### config.mk
export PLATFORM = sky130hd
export DESIGN_NAME = alu_seq_ctrl
export DESIGN_NICKNAME = d
export VERILOG_FILES = /design/src/rtl/alu_pkg.sv /design/src/rtl/alu_op_shifter.sv /design/src/rtl/alu_seq_ctrl.sv
export SDC_FILE = /design/constraint.sdc
export NUM_CORES = 1
export LEC_CHECK = 0
export CORE_ASPECT_RATIO = 2
export CORE_MARGIN = 1
export CORE_UTILIZATION = 30
export CTS_BUF_LIST = sky130_fd_sc_hd__clkbuf_8
export DETAILED_ROUTE_END_ITERATION = 12
export DONT_BUFFER_PORTS = 1
export GPL_ROUTABILITY_DRIVEN = 0
export GPL_TIMING_DRIVEN = 0
export HOLD_SLACK_MARGIN = 0.05
export SYNTH_ARGS = -nofsm -noshare
export SYNTH_HDL_FRONTEND = slang
export SYNTH_SLANG_ARGS = --single-unit
### constraint.sdc
create_clock -name clk -period 1.8 [get_ports clk]
set_input_delay 0.27 -clock clk [delete_from_list [all_inputs] [get_ports clk]]
set_output_delay 0.27 -clock clk [all_outputs]
set_load 0.01 [all_outputs]
### src/rtl/alu_pkg.sv
// Shared ALU types, default widths and opcodes.
// Used by the ALU, its sequencer and benches.
package alu_pkg;

  localparam int ALU_DATA_W = 6;
  localparam int ALU_OP_W   = 3;
  localparam int ALU_RES_W  = 12;

  typedef enum logic [2:0] {
    ST_IDLE,
    ST_CLEAR,
    ST_SHIFT,
    ST_EXEC,
    ST_DONE
  } seq_state_t;

  localparam logic [2:0] OP_ADD = 3'd0;
  localparam logic [2:0] OP_SUB = 3'd1;
  localparam logic [2:0] OP_MUL = 3'd2;
  localparam logic [2:0] OP_AND = 3'd3;
  localparam logic [2:0] OP_OR  = 3'd4;
  localparam logic [2:0] OP_CAT = 3'd5;
  localparam logic [2:0] OP_XOR = 3'd6;
  localparam logic [2:0] OP_NOT = 3'd7;

  function automatic int max2(input int a, input int b);
    return (a > b) ? a : b;
  endfunction

endpackage

### src/rtl/alu_op_shifter.sv
// Parallel-load MSB-first opcode shifter with bit counter.
// Ports: i_load/i_data load, i_shift advances, o_msb/o_last.
module alu_op_shifter
  import alu_pkg::*;
#(
  parameter int OP_W  = ALU_OP_W,
  parameter int CNT_W = 2
) (
  input  logic            clk,
  input  logic            reset_n,
  input  logic            i_load,
  input  logic            i_shift,
  input  logic [OP_W-1:0] i_data,
  output logic            o_msb,
  output logic            o_last
);

  logic [OP_W-1:0]  r_sreg;
  logic [CNT_W-1:0] r_cnt;

  always_ff @(posedge clk or negedge reset_n) begin
    if (!reset_n) begin
      r_sreg <= '0;
      r_cnt  <= '0;
    end else if (i_load) begin
      r_sreg <= i_data;
      r_cnt  <= '0;
    end else if (i_shift) begin
      r_sreg <= r_sreg << 1;
      // wrap so the next load starts from a clean count
      r_cnt  <= o_last ? '0 : r_cnt + CNT_W'(1);
    end
  end

  assign o_msb  = r_sreg[OP_W-1];
  assign o_last = (r_cnt == CNT_W'(OP_W - 1));

endmodule

### src/rtl/alu_seq_ctrl.sv
// Sequences one ALU op: clear, serial opcode, wait, capture.
// Ports: start/opcode/a_in/b_in request, ready/done/result, alu_* to ALU.
module alu_seq_ctrl
  import alu_pkg::*;
#(
  parameter int DATA_W   = ALU_DATA_W,
  parameter int OP_W     = ALU_OP_W,
  parameter int RES_W    = ALU_RES_W,
  parameter int EXEC_LAT = 1
) (
  input  logic              clk,
  input  logic              reset_n,
  input  logic              start,
  input  logic [OP_W-1:0]   opcode,
  input  logic [DATA_W-1:0] a_in,
  input  logic [DATA_W-1:0] b_in,
  output logic              ready,
  output logic              done,
  output logic [RES_W-1:0]  result,
  output logic [DATA_W-1:0] alu_a,
  output logic [DATA_W-1:0] alu_b,
  output logic              alu_instr_bit,
  output logic              alu_load_en,
  output logic              alu_instr_clr,
  input  logic [RES_W-1:0]  alu_result
);

  localparam int CNT_W =
    $clog2(max2(OP_W, EXEC_LAT) + 1);

  seq_state_t r_state;
  seq_state_t w_next;

  logic [CNT_W-1:0]  r_xcnt;
  logic [DATA_W-1:0] r_a;
  logic [DATA_W-1:0] r_b;
  logic [RES_W-1:0]  r_result;

  logic w_accept;
  logic w_xlast;
  logic w_shift;
  logic w_msb;
  logic w_slast;

  assign w_accept = start & ready;
  assign w_shift  = (r_state == ST_SHIFT);
  assign w_xlast  = (r_xcnt == CNT_W'(EXEC_LAT - 1));

  alu_op_shifter #(
    .OP_W  (OP_W),
    .CNT_W (CNT_W)
  ) u_shifter (
    .clk     (clk),
    .reset_n (reset_n),
    .i_load  (w_accept),
    .i_shift (w_shift),
    .i_data  (opcode),
    .o_msb   (w_msb),
    .o_last  (w_slast)
  );

  always_ff @(posedge clk or negedge reset_n) begin
    if (!reset_n) r_state <= ST_IDLE;
    else          r_state <= w_next;
  end

  always_comb begin
    w_next = r_state;
    unique case (r_state)
      ST_IDLE:  if (start) w_next = ST_CLEAR;
      ST_CLEAR: w_next = ST_SHIFT;
      ST_SHIFT: if (w_slast) w_next = ST_EXEC;
      ST_EXEC:  if (w_xlast) w_next = ST_DONE;
      ST_DONE:  w_next = start ? ST_CLEAR : ST_IDLE;
      default:  w_next = ST_IDLE;
    endcase
  end

  always_comb begin
    ready         = 1'b0;
    done          = 1'b0;
    alu_instr_clr = 1'b0;
    alu_load_en   = 1'b0;
    alu_instr_bit = 1'b0;
    unique case (r_state)
      ST_IDLE:  ready = 1'b1;
      ST_CLEAR: alu_instr_clr = 1'b1;
      ST_SHIFT: begin
        alu_load_en   = 1'b1;
        alu_instr_bit = w_msb;
      end
      ST_EXEC:  ;
      ST_DONE: begin
        ready = 1'b1;
        done  = 1'b1;
      end
      default:  ;
    endcase
  end

  always_ff @(posedge clk or negedge reset_n) begin
    if (!reset_n) begin
      r_xcnt   <= '0;
      r_a      <= '0;
      r_b      <= '0;
      r_result <= '0;
    end else begin
      if (r_state == ST_EXEC)
        r_xcnt <= w_xlast ? '0 : r_xcnt + CNT_W'(1);
      else
        r_xcnt <= '0;
      if (w_accept) begin
        r_a <= a_in;
        r_b <= b_in;
      end
      // sample only in the final wait cycle
      if (r_state == ST_EXEC && w_xlast)
        r_result <= alu_result;
    end
  end

  assign alu_a  = r_a;
  assign alu_b  = r_b;
  assign result = r_result;

endmodule

Yosys cells after proc, flatten, opt, wreduce, memory -nomap -nowiden
Cells that the tools add are included.
Operators by class
  $add $sub $neg: 2
  equal/unequal tests: 8
  muxes and demuxes: 17
  bitwise gates (word level): 1
  reductions and logical operators: 6
Operators with widths (count)
  $mux W3: 5
  $pmux W3 S5: 1
  $mux W2: 5
  $eq A3 B2 Y1 const B: 2
  $mux W1: 6
  $ne A2 B2 Y1 const B: 3
  $add A2 B1 Y2 const B: 2
  $eq A3 B1 Y1 const B: 1
  $eq A3 B3 Y1 const B: 1
  $logic_not A3 Y1: 1
  $reduce_and A3 Y1: 1
  $eq A2 B2 Y1 const B: 1
  $logic_not A2 Y1: 1
  $reduce_bool A2 Y1: 1
  $reduce_or A2 Y1: 1
  $and A1 B1 Y1: 1
  $logic_and A1 B1 Y1: 1
Storage, ports and cells
  register bits after elaboration: 34
  input bits: 30
  output and inout bits: 29
  logic and storage cells: 41

Logic depth before layout (Yosys ltp)
Gate-level depths: netlist (run 1).
  depth in word-level cells: 5
  depth in mapped cells: 6
  gate-level depth less buffers: 5

Modules after synthesis
Synthesis (run 1) repeated with hierarchy kept, for this count alone.
Unflattened totals
  cells, all modules: 99
  area total of the unflattened synthesis: 1457.6 um2
By module, submodules not included
  alu_seq_ctrl: times used 1, cells each 77, area an instance 1227.4 um2, seq. area each 725.7 um2
  alu_op_shifter: times used 1, cells each 22, area an instance 230.2 um2, seq. area each 125.1 um2

Least setup slack after synthesis (run 1)
OpenSTA, ideal clock, no wires.
  kind: register to output
  start point: reg r_state[1]
  end point: out alu_instr_bit
  arrival: 1146 ps
  data required time: 1530 ps
  slack: 384 ps
  stages on the path, launching flop included: 6
  path buffers: 2
  path through: dfrtp_1 buf_6 or3b_1 buf_6 clkinv_4 and2_1
Between the ends
  cells in the longest elaborated chain, start to end: 2
Ends and longest elaborated chain
  start, declared: RTL line alu_seq_ctrl.sv:31  | seq_state_t r_state;
  start signal, assigned: RTL line alu_seq_ctrl.sv:64  | else r_state <= w_next;
  $eq A3 B2 Y1: RTL line alu_seq_ctrl.sv:85  | unique case (r_state)
  $mux W1: RTL line alu_seq_ctrl.sv:85
  end, declared: RTL line alu_seq_ctrl.sv:22  | output logic alu_instr_bit,
Every way passes these cells.

Worst setup path in the final report (run 1)
  start point: reg r_state[0]
  end point: out alu_instr_bit
Same word-level chain as after synthesis.

==> impl_metrics.csv, run 1 <==
group,metric,value,unit
die,fp.dieH,102,um
outcome,status,"finished, final reports clean",
timing,drv_slew,0,
global_route,overflow,0,
pwr,ir_worst_vdd,1.13,mV
setup_path,cp_max_fo,6,
setup_path,r2r-start,"r_state[1]$_DFFE_PN0P_",
final_layout,fill_cells,483,
logic_synthesis,synth_xor_area_share,0,%
setup_path,end_kind,"primary output",
flow_run,maxCapViolations,0,
place,dp_hpwl,2250,um
global_route,grt_max_degree,35,
logic_synthesis,avgSynthCellArea,11.5,um^2
clock_network,cts_tree,"done",
hold_path,holdPathEnd,"alu_a[4]$_DFFE_PN0P_",
logic_synthesis,ys_top_cells_by_count,"nand2_1 (40), dfrtp_1 (34), mux2_4 (9), buf_6 (5)",
final_layout,final_nets,174,
clock_network,clockBufferDepth,2,
routing,drt-initial-drc-count,8,
clock_network,clk_pin_slew_worst_paths,0.08,ns
logic_synthesis,synth_area_leaders,"dfrtp_1 (57%), nand2_1 (10%), mux2_4 (9.0%)",
logic_synthesis,synth.most_common_cell,"nand2_1",
logic_synthesis,synth_edf_count,0,
clock_network,h-tree-depth,2,
die,die_area,5300,um^2
logic_synthesis,syn-cell-area,1500,um^2
final_layout,syn_to_final_growth,14.4,%
final_layout,fin_cells,199,
timing,min_period,1.75,ns
hold_path,hold_path.class,"in -> reg",
logic_synthesis,synth_top_area_share,56.8,%
clock_network,cts_root_buffer,"clkbuf_8",
global_route,track_usage,12.0,%
die,core-area,4820,um^2
timing,tns,0,ns
pwr,power.density,1890,nW/um^2
setup_path,crit_required,1.53,ns
logic_synthesis,synth-async-reset-ratio,100,%
routing,wl_per_cell,15.0,um
global_route,grt_pass1_vias,1065,
timing,rsz0062_at_grt,"no",
logic_synthesis,synth_cell_types,27,
final_layout,layout-drive-gt1-share,28.2,%
final_layout,multi_input_area,559,um^2
setup_path,reg2reg_to,"result[10]$_DFFE_PN0P_",
routing,postRouteAntennaNets,0,
global_route,antenna_found_initial,0,
timing,fmax,0.572,GHz
timing,setup_violations,0,
clock_network,clk-insertion-delay-late,0.29,ns
logic_synthesis,syn_inst,130,
logic_synthesis,synth-simple-area-share,20.6,%
routing,avgViaCountPerCell,4.92,
setup_path,cp-start-kind,"flip-flop",
setup_path,reg2reg_depth,6,
logic_synthesis,synth_compound_area_share,3.43,%
logic_synthesis,synth.area.mux_share,11.3,%
place,post-place-ws,0.320,ns
final_layout,final_core_util,35.5,%
logic_synthesis,synth_top_area_cell,"dfrtp_1",
clock_network,clock_sinks,34,
logic_synthesis,synth_top_family_by_area,"simple AND/OR/NAND/NOR gates",
global_route,grt_first_pass_wirelength,4620,um
timing,hold_viol,0,
timing,slew_headroom,71.6,%
final_layout,seq_area,853,um^2
setup_path,critPathKind,"reg -> out",
setup_path,arrival,1.48,ns
logic_synthesis,ys_warn_count,0,
logic_synthesis,syn_nets,162,
routing,vias,980,
timing,timing.final.ws_setup,0.0516,ns
timing,tightest_slew,0.425,ns
hold_path,worstHoldPathCells,2,
die,start_util,31.1,%
logic_synthesis,synth_flop_cell,"dfrtp_1",
timing,fin_crit_sh,97.1,%
die,io_pins,59,
logic_synthesis,synth_adder_area_share,1.67,%
place,place_inst,187,
logic_synthesis,synth_seq_cells,34,
routing,first_pass_iters,3,
logic_synthesis,ys_seq_area_share,56.8,%
routing,drc,0,
setup_path,ff2ff_setup_slack,0.24,ns
routing,wirelength,2980,um
pwr,leakagePower,0.000840,uW
clock_network,cts-buffers-inserted,5,
final_layout,antennaDiodeCount,0,
die,num_rows,36,
place,portBuffers,0,
timing,skew,0.00659,ns
hold_path,hp-start,"a_in[4]",
die,die_x,52.0,um
==> layout by cell type, fill, tap and decap left out, drive strengths merged <==
cell         netlist  final
nor2               4      4
nand2             40     40
mux2              12     12
dfrtp             34     34
clkinvlp           0      2
o31ai              1      1
or3b               2      2
a21oi              3      3
nor3b              3      3
and3               3      3
nor2b              1      1
clkinv             1      1
o21ai              3      3
ha                 2      2
dlygate4sd3        0      1
nor4b              1      1
and2               2      2
o22ai              1      1
buf                7     11
nand3              3      3
nor3               2      2
inv                4      4
and2b              1      1
clkbuf             0      5
==> metal layers <==
layer	wire length, um	track usage, %
met1	1030	11.6
met2	1630	21.3
met3	231	4.46
met4	88	6.24
met5	0	0
==> critical path: stages (launching register included) <==
cell,delay (ns)
dfrtp_2,0.44
or3b_4,0.40
buf_6,0.14
clkinv_4,0.06
and2_4,0.15
==> worst max-delay path by stage <==
| stage | start | slack (ns) | cells after the start | endpoint |
|---|---|---|---|---|
| after global placement | r_state[1]$_DFFE_PN0P_ | 0.35 | 5 | alu_instr_bit |
| after CTS | r_state[1]$_DFFE_PN0P_ | 0.003 | 5 | alu_instr_bit |
| final | r_state[0]$_DFFE_PN0P_ | 0.05 | 4 | alu_instr_bit |
| after floorplan | r_state[1]$_DFFE_PN0P_ | 0.38 | 5 | alu_instr_bit |
| after global routing | r_state[1]$_DFFE_PN0P_ | 0.003 | 5 | alu_instr_bit |
| after detailed placement | r_state[1]$_DFFE_PN0P_ | 0.32 | 5 | alu_instr_bit |
==> cell families after synthesis <==
group / after synthesis
simple gates: 62
buf+inv: 12
flops: 34
compound gates: 8
mux: 12
fa+ha+maj: 2
==> final cells by class <==
| class | count | area share (%) |
|---|---|---|
| Clock buffer | 5 | 4.02 |
| Multi-Input combinational cell | 84 | 32.7 |
| Tap cell | 57 | 4.16 |
| Clock inverter | 2 | 0.877 |
| Sequential cell | 34 | 49.8 |
| Timing Repair Buffer | 5 | 3.07 |
| Inverter | 5 | 1.39 |
| Buffer | 7 | 4.02 |
==> where the power goes <==
group	internal, uW	switching, uW
logic	627	551
clock network	264	283
registers	1130	390
total	2020	1220
==> state kept, by name (all words and copies together), names as in the netlist <==
name,cells
result,12
alu_a,6
alu_b,6
r_state,3
u_shifter.r_sreg,3
r_xcnt,2
u_shifter.r_cnt,2
==> per-stage QoR <==
step           area [um^2]  hold WS, ns  power, uW
2_1_floorplan         1500      -0.0256       2390
3_3_place_gp          1570      -0.0248       2550
3_5_place_dp          1570      -0.0248       2630
4_1_cts               1680       0.0799       3210
5_1_grt               1710       0.0828       3460
6_report              1710       0.0823       3240
==> what timing repair did <==
item / in CTS / in global routing
buffers inserted: 0 / 3
endpoints found under the setup margin: 0 / 1
resized for setup: 0 / 4
endpoints found under the hold margin: 34 / 0
hold buffers: 2 / 0
Note: power is estimated with default switching activity, not from simulation.
==> run 2, diff against run 1 <==
SETUP_SLACK_MARGIN = 0.4   (was unset)
==> run 2 against run 1 <==
Sequential share of layout area fell by 8.1 points. Sequential power rose by 3%. Power rose by 20%. Flip-flop and latch count did not move. Combinational power rose by 47%. Routed wire length rose by 8.0%. Die area did not move. Register-to-register slack got worse by 0.11 ns. Critical path depth rose by 1. Largest power group is now combinational cells. Critical endpoint unchanged.
==> impl_metrics.csv, run 2 (synthesis gave the netlist of run 1 again) <==
group,metric,value,unit
outcome,status,"finished, final reports clean",
die,die_area,5300,um^2
timing,tns,0,ns
timing,drv_slew,0,
die,num_rows,36,
clock_network,cts-buffers-inserted,5,
setup_path,reg2reg_to,"result[5]$_DFFE_PN0P_",
routing,avgViaCountPerCell,4.92,
hold_path,hold_path.class,"in -> reg",
global_route,antenna_found_initial,0,
clock_network,clockBufferDepth,2,
setup_path,r2r-start,"r_state[1]$_DFFE_PN0P_",
pwr,power.density,1900,nW/um^2
final_layout,syn_to_final_growth,36.2,%
timing,min_period,1.69,ns
hold_path,worstHoldPathCells,2,
routing,vias,1053,
setup_path,cp_max_fo,4,
final_layout,final_nets,188,
routing,drt-initial-drc-count,11,
die,start_util,31.1,%
final_layout,antennaDiodeCount,0,
routing,postRouteAntennaNets,0,
timing,fmax,0.593,GHz
global_route,overflow,0,
routing,first_pass_iters,2,
final_layout,layout_common_cells,"dfrtp_1 (34), nand2_1 (21), nand2_2 (14)",
global_route,grt_pass1_vias,1095,
place,place_inst,187,
clock_network,h-tree-depth,2,
timing,skew,0.0106,ns
clock_network,cts_tree,"done",
hold_path,hp-start,"a_in[5]",
final_layout,layout-drive-gt1-share,49.7,%
routing,wl_per_cell,15.0,um
final_layout,largest_reg_flops,12,
die,core-area,4820,um^2
setup_path,end_kind,"primary output",
flow_run,maxCapViolations,0,
clock_network,clk-insertion-delay-late,0.29,ns
die,io_pins,59,
clock_network,cts_root_buffer,"clkbuf_8",
global_route,grt_max_degree,35,
timing,hold_viol,0,
clock_network,clock_sinks,34,
global_route,track_usage,13.4,%
setup_path,ff2ff_setup_slack,0.13,ns
setup_path,reg2reg_depth,8,
timing,rsz0062_at_grt,"yes",
die,fp.dieH,102,um
clock_network,clk_pin_slew_worst_paths,0.08,ns
place,dp_hpwl,2130,um
timing,setup_violations,0,
setup_path,arrival,1.42,ns
pwr,ir_worst_vdd,1.03,mV
timing,tightest_slew,0.352,ns
timing,fin_crit_sh,93.7,%
hold_path,holdPathEnd,"alu_a[5]$_DFFE_PN0P_",
timing,slew_headroom,76.3,%
final_layout,fin_cells,214,
setup_path,cp-start-kind,"flip-flop",
place,portBuffers,0,
setup_path,crit_required,1.53,ns
die,die_x,52.0,um
routing,wirelength,3220,um
final_layout,layout_commonest_cell,"dfrtp_1",
routing,drc,0,
global_route,grt_first_pass_wirelength,5000,um
pwr,leakagePower,0.000999,uW
setup_path,critPathKind,"reg -> out",
-- run 2: worst max path at each step --
stage | end | startpoint | cells past startpoint | slack (ns)
CTS | alu_instr_bit | r_state[1]$_DFFE_PN0P_ | 5 | 0.09
detailed placement | result[11]$_DFFE_PN0P_ | r_state[1]$_DFFE_PN0P_ | 5 | 0.35
global placement | result[4]$_DFFE_PN0P_ | r_state[1]$_DFFE_PN0P_ | 5 | 0.37
floorplan | alu_instr_bit | r_state[1]$_DFFE_PN0P_ | 5 | 0.40
global route | alu_instr_bit | r_state[1]$_DFFE_PN0P_ | 5 | 0.04
finish | alu_instr_bit | r_state[1]$_DFFE_PN0P_ | 5 | 0.11
-- run 2: area by class of cell --
| class | instances | area [um^2] |
|---|---|---|
| fillers | 467 | 2780 |
| flip-flops and latches | 34 | 851 |
| multi-input cells | 84 | 683 |
| repair buffers | 19 | 226 |
| plain buffers | 7 | 85.1 |
| clock buffers | 6 | 82.6 |
| well taps | 57 | 71.3 |
| inverters | 5 | 23.8 |
| clock inverters | 2 | 16.3 |
-- run 2: where the power goes --
part	total, uW	internal, uW	leakage (uW)	switching (uW)
logic	1730	1000	0.000534	728
registers	1550	1120	0.000417	426
clock network	604	315	0.0000478	289
-- run 2: per-layer routing --
layer	up-vias	track usage [%]	part of all wire [%]
met4	0	6.86	2.0
met3	7	4.32	6.8
li1	474	-	-
met5	-	0	0
met1	521	12.6	34
met2	51	24.7	58
-- run 2: stage by stage --
step | util, % | instance area, um^2 | hold slack, ns | total power [uW] | setup slack (ns)
2_1_floorplan | - | 1500 | -0.0256 | 2400 | 0.402
4_1_cts | 37.4 | 1800 | 0.0736 | 3490 | 0.0936
3_3_place_gp | 32.6 | 1570 | -0.0248 | 2560 | 0.368
5_1_grt | 42.3 | 2040 | 0.0827 | 4150 | 0.0447
6_report | 42.3 | 2040 | 0.0902 | 3880 | 0.114
3_5_place_dp | 32.6 | 1570 | -0.0249 | 2630 | 0.349
-- run 2: critical path, stage by stage (launching register included) --
cell and delay [ns]:
dfrtp_1 0.34, buf_6 0.10, or3b_1 0.35, buf_6 0.14, clkinv_4 0.06, and2_4 0.14
-- run 2: timing repair --
action / 4_1_cts / 5_1_grt
cloned: 1 / 1
resized for setup: 6 / 41
pin swaps: 3 / 20
endpoints found under the hold margin: 34 / 0
setup buffers: 7 / 8
endpoints found under the setup margin: 23 / 35
hold buffers: 2 / 0
==> RTL change: new RTL, config.mk and constraints of run 1 <==
Reset style: synchronous (`reset_n`), changed in 3 clocked blocks.
--- a/src/rtl/alu_op_shifter.sv
+++ b/src/rtl/alu_op_shifter.sv
@@ -18,7 +18,7 @@
   logic [OP_W-1:0]  r_sreg;
   logic [CNT_W-1:0] r_cnt;
 
-  always_ff @(posedge clk or negedge reset_n) begin
+  always_ff @(posedge clk) begin
     if (!reset_n) begin
       r_sreg <= '0;
       r_cnt  <= '0;
--- a/src/rtl/alu_seq_ctrl.sv
+++ b/src/rtl/alu_seq_ctrl.sv
@@ -59,7 +59,7 @@
     .o_last  (w_slast)
   );
 
-  always_ff @(posedge clk or negedge reset_n) begin
+  always_ff @(posedge clk) begin
     if (!reset_n) r_state <= ST_IDLE;
     else          r_state <= w_next;
   end
@@ -98,7 +98,7 @@
     endcase
   end
 
-  always_ff @(posedge clk or negedge reset_n) begin
+  always_ff @(posedge clk) begin
     if (!reset_n) begin
       r_xcnt   <= '0;
       r_a      <= '0;
Function: differs if reset_n is asserted again (counterexample within 4 cycles, from zero or initial values and one cycle with reset_n low); with reset_n held inactive, the same outputs for 10 cycles.
==> RTL change against run 1 <==
Routed wire length up 5.1%. Via count up 6.0%. Area after synthesis down 8.4%. Sequential cell count unchanged. Cell area down 8.8%. Setup slack better by 27 ps. Register-to-register slack better by 40 ps. Core utilization up 0.097 points. Highest routed layer unchanged.
Power is not compared: it rests on default switching activity, and its combinational part moved more than twofold at a synthesized area within 25%.
==> RTL change: results (changes against run 1) <==
| Metric | Value |
|---|---|
| Worst skew pair latency | `280 ps` |
| Hold Path Class | `input port to register (unchanged)` |
| R2R cell count | `6 (unchanged)` |
| Max FFs per register | `12 (unchanged)` |
| Port bufs | `0 (unchanged)` |
| CTS Buf Count | `5 (unchanged)` |
| Slowest stage cell, crit path | `or3b_4 (was dfrtp_2)` |
| Post-synthesis mux area share | `0% (was 11.3%)` |
| Fraction of registers with async set/reset | `0% (was 100%)` |
| Peak VDD IR | `1.22 mV` |
| Initial antenna violation count | `0 (unchanged)` |
| Total global-route track usage | `13.9% (was 12.0%)` |
| Max Clock Skew | `6.58 ps (was 6.59 ps)` |
| Synth top cells by count | `53 x nand2_1, 34 x dfxtp_1, 24 x a21boi_0 (was 40 x nand2_1, 34 x dfrtp_1, 9 x mux2_4)` |
| Post-CTS setup buffers | `0 (unchanged)` |
| Final wirelength | `3130 microns (was 2980 microns)` |
| Post-detail-place hpwl | `2380 microns (was 2250 microns)` |
| 1st-iter DRT viols | `7 (was 8)` |
| Worst hold stages | `2 (unchanged)` |
| Via Count | `1039 (was 980)` |
| Status | `complete, no violations (unchanged)` |
| Comb power | `0.203 mW` |
| Critical path peak fanout | `10 (was 6)` |
| Critical path data arrival time | `1450 ps (was 1480 ps)` |
| ANT cells | `0 (unchanged)` |
| Clock Root Buffer | `clkbuf_8 (unchanged)` |
| Layout cell share with drive strength beyond 1 | `10.7% (was 28.2%)` |
| TritonRoute pass-1 iters | `2 (was 3)` |
| CP delay by family, top | `simple AND/OR/NAND/NOR gates (unchanged)` |
| LEAKAGE | `approximately 0.57 nW` |
| Warnings from Yosys | `0 (unchanged)` |
| Post-Synth Adder-Cell Area | `0.912% (was 1.67%)` |
| XOR/XNOR Fraction of Synth Area | `0% (unchanged)` |
| Clk buf depth | `2 (unchanged)` |
| Max-slew headroom | `70.5% (was 71.6%)` |
| Synth top area cells | `dfxtp_1 50%, nand2_1 15%, a21boi_0 13% (was dfrtp_1 57%, nand2_1 10%, mux2_4 9.0%)` |
| Clock power share | `39.1%` |
| Clock transition at the registers of the reported paths | `~70 ps` |
| Nets@finish | `199 (was 174)` |
| Post-Syn Nets | `192 (was 162)` |
| Htree depth | `2 (unchanged)` |
| Largest net degree at the start of global routing | `11 (was 35)` |
| Number of global-route vias before repair | `1018 (was 1065)` |
| Internal reg-to-reg setup slack | `280 ps (was 240 ps)` |
| Cell variety after synth | `29 (was 27)` |
| Compound-cell area share of the yosys netlist | `17.2% (was 3.43%)` |
| Register area share after synthesis | `49.6% (was 56.8%)` |
| Switching Share | `around 25%` |
| First-pass GRT wire length | `5030 microns (was 4620 microns)` |
| Crit-path max cell delay | `370 ps (was 440 ps)` |
## RTL change: cell count changes after synthesis, sizes merged, moves of 5 or more
| cell | delta |
|---|---|
| dfrtp | -34 |
| nand2 | +13 |
| a21boi | +24 |
| clkbuf | +5 |
| dfxtp | +34 |
| mux2 | -12 |
## RTL change: what timing repair did
action / CTS / global route
endpoints found under the setup margin: 1 / 1
pin swaps: 0 / 0
resized for setup: 4 / 4
## RTL change: path summary, 6_finish.rpt
check,start,endpoint
min,opcode[0],u_shifter.r_sreg[0]
max reg2reg,r_state[1],u_shifter.r_sreg[1]
min reg2reg,r_xcnt[0],r_xcnt[0]
max,r_state[0],alu_instr_bit
## RTL change: final cells by class
class,count,area [sq um]
clock inverter,3,37.5
inverter,5,23.8
sequential,34,681
multi-input combinational,111,614
tap,54,67.6
fill,470,2820
buffer,11,68.8
clock buffer,5,68.8
## RTL change: kinds of logic (layout without fill, tap and decap cells)
logic type | Yosys count | in the layout
adders and majority gates | 1 | 1
and+or+nand+nor | 77 | 77
DFF | 34 | 34
buffers and inverters | 16 | 24
AOI/OAI and AO/OA | 33 | 33
## RTL change: metal layers
metal	wire length, microns	global-route usage (%)	up-vias
met5	0	0	-
met4	73	7.25	0
met3	186	4.23	5
met2	1740	25.2	29
met1	1130	13.5	465
li1	-	-	540
## RTL change: stage by stage
stage	power [mW]	hold slack [ps]	setup WS [ps]	std cells	area (sq um)
floorplan	1.01	392	307	161	1370
global placement	1.05	400	202	215	1440
detailed placement	1.06	401	187	215	1440
CTS	1.75	115	16.4	223	1550
global route	1.81	121	2.25	223	1560
finish	1.72	127	79.0	223	1560
